## config.mk

```make
export PLATFORM = sky130hd
export DESIGN_NAME = serial_nibble_adder
export DESIGN_NICKNAME = d
export VERILOG_FILES = /design/src/rtl/serial_add_pkg.sv /design/src/rtl/serial_nibble_adder_nibble_add.sv /design/src/rtl/serial_nibble_adder.sv
export SDC_FILE = /design/constraint.sdc
export NUM_CORES = 1
export LEC_CHECK = 0
export CAP_MARGIN = 20
export CORE_MARGIN = 5
export CORE_UTILIZATION = 43
export CTS_CLUSTER_DIAMETER = 60
export DETAILED_ROUTE_END_ITERATION = 8
export PLACE_DENSITY = 0.74
export SKIP_CTS_REPAIR_TIMING = 1
export SKIP_LAST_GASP = 1
export SYNTH_ARGS = -nofsm -noshare
export SYNTH_HDL_FRONTEND = slang
export SYNTH_SLANG_ARGS = --single-unit
```

## constraint.sdc

```tcl
create_clock -name clock -period 2 [get_ports clock]
set_clock_uncertainty 0.2 [all_clocks]
set_input_delay 0.4 -clock clock [delete_from_list [all_inputs] [get_ports clock]]
set_output_delay 0.4 -clock clock [all_outputs]
set_load 0.03 [all_outputs]
```

## src/rtl/serial_add_pkg.sv

```systemverilog
// Shared definitions for the serial nibble adder: nibble width and FSM state encodings.
package serial_add_pkg;

   localparam int NIBBLE_W = 4;

   typedef enum logic [1:0] {
      IDLE = 2'd0,
      ADD  = 2'd1,
      DONE = 2'd2
   } state_t;

endpackage

```

## src/rtl/serial_nibble_adder_nibble_add.sv

```systemverilog
// Purely combinational 4-bit add with carry-in producing {c_out, sum}.
module nibble_add
   import serial_add_pkg::*;
(
   input  logic [NIBBLE_W-1:0] a,
   input  logic [NIBBLE_W-1:0] b,
   input  logic                c_in,
   output logic [NIBBLE_W-1:0] sum,
   output logic                c_out
);

   assign {c_out, sum} = {1'b0, a} + {1'b0, b} + {{NIBBLE_W{1'b0}}, c_in};

endmodule

```

## src/rtl/serial_nibble_adder.sv

```systemverilog
// Wide adder that streams operands LSB-nibble-first through one shared nibble_add stage.
// Optional signed overflow output is enabled by defining SERIAL_ADD_OVERFLOW_EN.
module serial_nibble_adder
   import serial_add_pkg::*;
#(
   parameter int NIBBLES = 4
) (
   input  logic                      clock,
   input  logic                      reset,
   input  logic                      in_valid,
   output logic                      in_ready,
   input  logic [NIBBLE_W*NIBBLES-1:0] op_a,
   input  logic [NIBBLE_W*NIBBLES-1:0] op_b,
   input  logic                      carry_in,
   output logic                      out_valid,
   input  logic                      out_ready,
   output logic [NIBBLE_W*NIBBLES-1:0] result,
`ifdef SERIAL_ADD_OVERFLOW_EN
   output logic                      overflow,
`endif
   output logic                      carry_out
);

   localparam int W     = NIBBLE_W * NIBBLES;
   localparam int CNT_W = $clog2(NIBBLES + 1);

   state_t             state_q, state_d;
   logic [W-1:0]       a_q, a_d;
   logic [W-1:0]       b_q, b_d;
   logic [W-1:0]       res_q, res_d;
   logic               carry_q, carry_d;
   logic [CNT_W-1:0]   cnt_q, cnt_d;
   logic               in_ready_q, in_ready_d;
   logic               out_valid_q, out_valid_d;
   logic [NIBBLE_W-1:0] sum_s;
   logic               c_out_s;
`ifdef SERIAL_ADD_OVERFLOW_EN
   logic               ovf_q, ovf_d;
`endif

   nibble_add u_nibble_add (
      .a     (a_q[NIBBLE_W-1:0]),
      .b     (b_q[NIBBLE_W-1:0]),
      .c_in  (carry_q),
      .sum   (sum_s),
      .c_out (c_out_s)
   );

   // Next-state, datapath shifting and registered handshake flags
   always_comb begin
      state_d = state_q;
      a_d     = a_q;
      b_d     = b_q;
      res_d   = res_q;
      carry_d = carry_q;
      cnt_d   = cnt_q;
`ifdef SERIAL_ADD_OVERFLOW_EN
      ovf_d   = ovf_q;
`endif
      case (state_q)
         IDLE: begin
            if (in_valid) begin
               a_d     = op_a;
               b_d     = op_b;
               carry_d = carry_in;
               cnt_d   = {CNT_W{1'b0}};
               state_d = ADD;
            end else begin
               state_d = IDLE;
            end
         end
         ADD: begin
            // sum enters at the top so after NIBBLES shifts nibble 0 sits at the bottom
            res_d   = (res_q >> NIBBLE_W) | (W'(sum_s) << (W - NIBBLE_W));
            a_d     = a_q >> NIBBLE_W;
            b_d     = b_q >> NIBBLE_W;
            carry_d = c_out_s;
            cnt_d   = cnt_q + CNT_W'(1);
            if (cnt_q == CNT_W'(NIBBLES - 1)) begin
               state_d = DONE;
`ifdef SERIAL_ADD_OVERFLOW_EN
               ovf_d   = (a_q[NIBBLE_W-1] == b_q[NIBBLE_W-1]) &&
                         (sum_s[NIBBLE_W-1] != a_q[NIBBLE_W-1]);
`endif
            end else begin
               state_d = ADD;
            end
         end
         DONE: begin
            if (out_ready) begin
               state_d = IDLE;
`ifdef SERIAL_ADD_OVERFLOW_EN
               ovf_d   = 1'b0;
`endif
            end else begin
               state_d = DONE;
            end
         end
         default: begin
            state_d = IDLE;
         end
      endcase
      in_ready_d  = (state_d == IDLE);
      out_valid_d = (state_d == DONE);
   end

   // State and datapath registers
   always_ff @(posedge clock or posedge reset) begin
      if (reset) begin
         state_q     <= IDLE;
         a_q         <= {W{1'b0}};
         b_q         <= {W{1'b0}};
         res_q       <= {W{1'b0}};
         carry_q     <= 1'b0;
         cnt_q       <= {CNT_W{1'b0}};
         in_ready_q  <= 1'b1;
         out_valid_q <= 1'b0;
`ifdef SERIAL_ADD_OVERFLOW_EN
         ovf_q       <= 1'b0;
`endif
      end else begin
         state_q     <= state_d;
         a_q         <= a_d;
         b_q         <= b_d;
         res_q       <= res_d;
         carry_q     <= carry_d;
         cnt_q       <= cnt_d;
         in_ready_q  <= in_ready_d;
         out_valid_q <= out_valid_d;
`ifdef SERIAL_ADD_OVERFLOW_EN
         ovf_q       <= ovf_d;
`endif
      end
   end

   assign in_ready  = in_ready_q;
   assign out_valid = out_valid_q;
   assign result    = res_q;
   assign carry_out = carry_q;
`ifdef SERIAL_ADD_OVERFLOW_EN
   assign overflow  = ovf_q;
`endif

endmodule

```

==> impl_results.md <==
- Status: completed
- First-pass GRT wire length: approximately 8600 um
- Reg2reg start: carry_out$_DFFE_PP0P_
- Final setup margin: roughly 0.036 ns
- Overflow left after global routing: 0
- Post-route insts no fill: 384
- Simple-gate share of the synthesized area: 16.1%
- Worst Setup Path Type: reg2reg
- Via density: between 4 and 5
- Most used DFF post-synth: dfrtp_1
- Setup tns final: 0 ns
- R2R depth: 6
- Die W: a little under 90 um
- Leakage Power: between 1.5 and 2 nW
- Largest family of logic cells by synthesized area: simple AND/OR/NAND/NOR gates
- Setup WS pre-CTS: -0.0402 ns
- CTS Buf Count: 5
- Worst Path Required: 2.01 ns
- Die H: just under 90 um
- Max IR drop VDD: 0.655 mV
- DR iter-0 viols: a little under 80
- Post-synth EDFFs: 0
- Cells after Synth: approximately 260
- CTS clk-pin slew, worst paths: about 0.090 ns
- Final slew viol count: 0
- Critical path arrival: approximately 2.0 ns
- Reg-to-reg setup timing slack: approximately 0.036 ns
- Starting Density: between 40% and 50%
- Die area: between 7000 and 8000 um2
- Utilization after layout: between 50 and 60%
- # fillers: about 500
- Ys Warns: 0
- CTS Buffer Depth: 2
- Pwr dens: about 1500 nW/um2
- Final WL: around 5100 um
- Antenna violations before repair: 0
- I/O Buffers: between 50 and 60
- CTS tree: built
- CP Max Fanout: 2
- Remaining antenna violation count: 0
- Post-synth cell types: 31
- P&R area growth vs syn: 30.3%
- Crit path launch type: register
- Vias in the first global route: 1854
- Post-synthesis register bit count: 56
- Post-Syn Area: ~2500 um2
- Mapped Nets: between 200 and 300
- CP Capture Type: register
- Clk sinks: 56
- Placed Cells: around 380
- Htree depth: 2
- Share of cells above drive strength 1: 7.12%
- Vias: between 1500 and 2000
- Max-Cap Viols: 0
- Post-synthesis compound-gate area fraction: approximately 11%
- Final hold viol count: 0
- GRT Total Usage: roughly 14%
- Cell Rows: 28
- Max Freq: slightly above 500 MHz
- Clock Latency Late Sink: 0.31 ns
- Final min period: about 2 ns
- Mux cell area share after synthesis: under 10%
- Unrepaired setup endpoints after global routing: true
- Tightest Pin Transition: approximately 0.39 ns
- FF-to-FF End: carry_out$_DFFE_PP0P_
- Syn avg cell area: ~10 um2
- Post-route DRC: 0
- Final setup fails: 0
- DP HPWL: roughly 3700 um
- PnR Total Power: about 5 mW
- TritonRoute pass-1 iters: 4
- Avg WL per Cell: 13.2 um
- CP Launch Point: carry_out$_DFFE_PP0P_
- Ports: 56
- Final GP Congestion: 0.758
- Nets: ~350
- Synth Area in Adders: between 4 and 5%
- Largest net degree at the start of global routing: 46
- Xor/xnor cell area share of the yosys netlist: 0%
- Hold WC Path Type: in2async
- Slew HR: ~74%
- Sequential-to-total area share from yosys stat: between 50% and 60%
- Ys async rst share: 100%
- Fin crit share: a little over nine tenths
- Root Buffer: clkbuf_8
- Diode count: 0
- Core ar.: 5850 um2
## worst max-delay path: stages, from the launching register on
cell and delay (ns):
dfrtp_2 0.37, inv_1 0.05, fa_1 0.45, fa_2 0.36, nor2b_1 0.15, o21ai_0 0.09, a22oi_1 0.20
## per-stage QoR
| step | hold WS (ns) | instance area [um2] |
|---|---|---|
| final | 0.232 | 3320 |
| after global routing | 0.258 | 3320 |
| after CTS | 0.237 | 3280 |
| after detailed placement | 0.270 | 3200 |
| after global placement | 0.258 | 3200 |
| after floorplan | 0.254 | 2550 |
## registers in the layout, summed over array words and instances (netlist names)
register / cells
b_q: 16
state_q: 2
result: 16
a_q: 16
cnt_q: 3
carry_out: 1
in_ready: 1
out_valid: 1
## worst max path at each step
| stage | depth (start not counted) | end |
|---|---|---|
| 2_1_floorplan | 6 | carry_out$_DFFE_PP0P_ |
| 3_3_place_gp | 5 | carry_out$_DFFE_PP0P_ |
| 3_5_place_dp | 5 | carry_out$_DFFE_PP0P_ |
| 4_1_cts | 1 | in_ready |
| 5_1_grt | 6 | carry_out$_DFFE_PP0P_ |
| 6_report | 6 | carry_out$_DFFE_PP0P_ |
## synth_stat cells, types with 2 or more instances
library cell | instances | share of area (%)
nand2_1 | 84 | 12
dfrtp_1 | 55 | 54
o21ai_1 | 24 | 4.7
mux2i_1 | 21 | 8.3
o21ai_0 | 12 | 2.4
inv_1 | 10 | 1.5
buf_2 | 8 | 1.6
ha_1 | 5 | 2.5
buf_4 | 4 | 1.2
o311ai_0 | 4 | 1.4
clkbuf_1 | 3 | 0.44
a22o_1 | 2 | 0.69
buf_6 | 2 | 0.88
fa_1 | 2 | 1.6
nor2_1 | 2 | 0.29
nor2b_1 | 2 | 0.49
## cell usage in the layout, fill, tap and decap left out, types with 5 or more instances in the layout
| cell | n |
|---|---|
| nand2_1 | 84 |
| dfrtp_1 | 54 |
| clkdlybuf4s50_1 | 41 |
| o21ai_1 | 24 |
| mux2i_1 | 21 |
| dlymetal6s2s_1 | 14 |
| o21ai_0 | 12 |
| inv_1 | 9 |
| buf_4 | 6 |
| ha_1 | 5 |
| clkbuf_8 | 5 |
## where the power goes
part / internal [mW] / switching, mW / total (mW)
Sequential: 1.61 / 0.279 / 1.89
Combinational: 0.992 / 1.42 / 2.41
Clock: 0.238 / 0.348 / 0.586
Total: 2.84 / 2.05 / 4.88
## per-layer routing
metal	track usage (%)	vias to the layer above	wire, um	share of wire (%)
li1	-	950	-	-
met1	19.3	873	2320	46
met2	23.1	50	2380	47
met3	4.16	4	318	6.3
met4	2.55	0	38	0.75
met5	0	-	0	0
## cell type report
class | instances | area, um2 | share of cell area, %
Clock buffer | 5 | 68.8 | 2.07
Clock inverter | 2 | 12.5 | 0.377
Inverter | 10 | 41.3 | 1.24
Multi-Input combinational cell | 172 | 1010 | 30.4
Sequential cell | 56 | 1400 | 42.3
Tap cell | 75 | 93.8 | 2.83
Timing Repair Buffer | 64 | 691 | 20.8
## logic make-up after synthesis
group / count (synthesis)
adder cells (fa/ha/maj): 7
flip-flops: 56
buffers and inverters: 27
AO/OA/AOI/OAI: 48
multiplexers: 21
AND/OR/NAND/NOR: 96
Note: power is estimated with default switching activity, not from simulation.
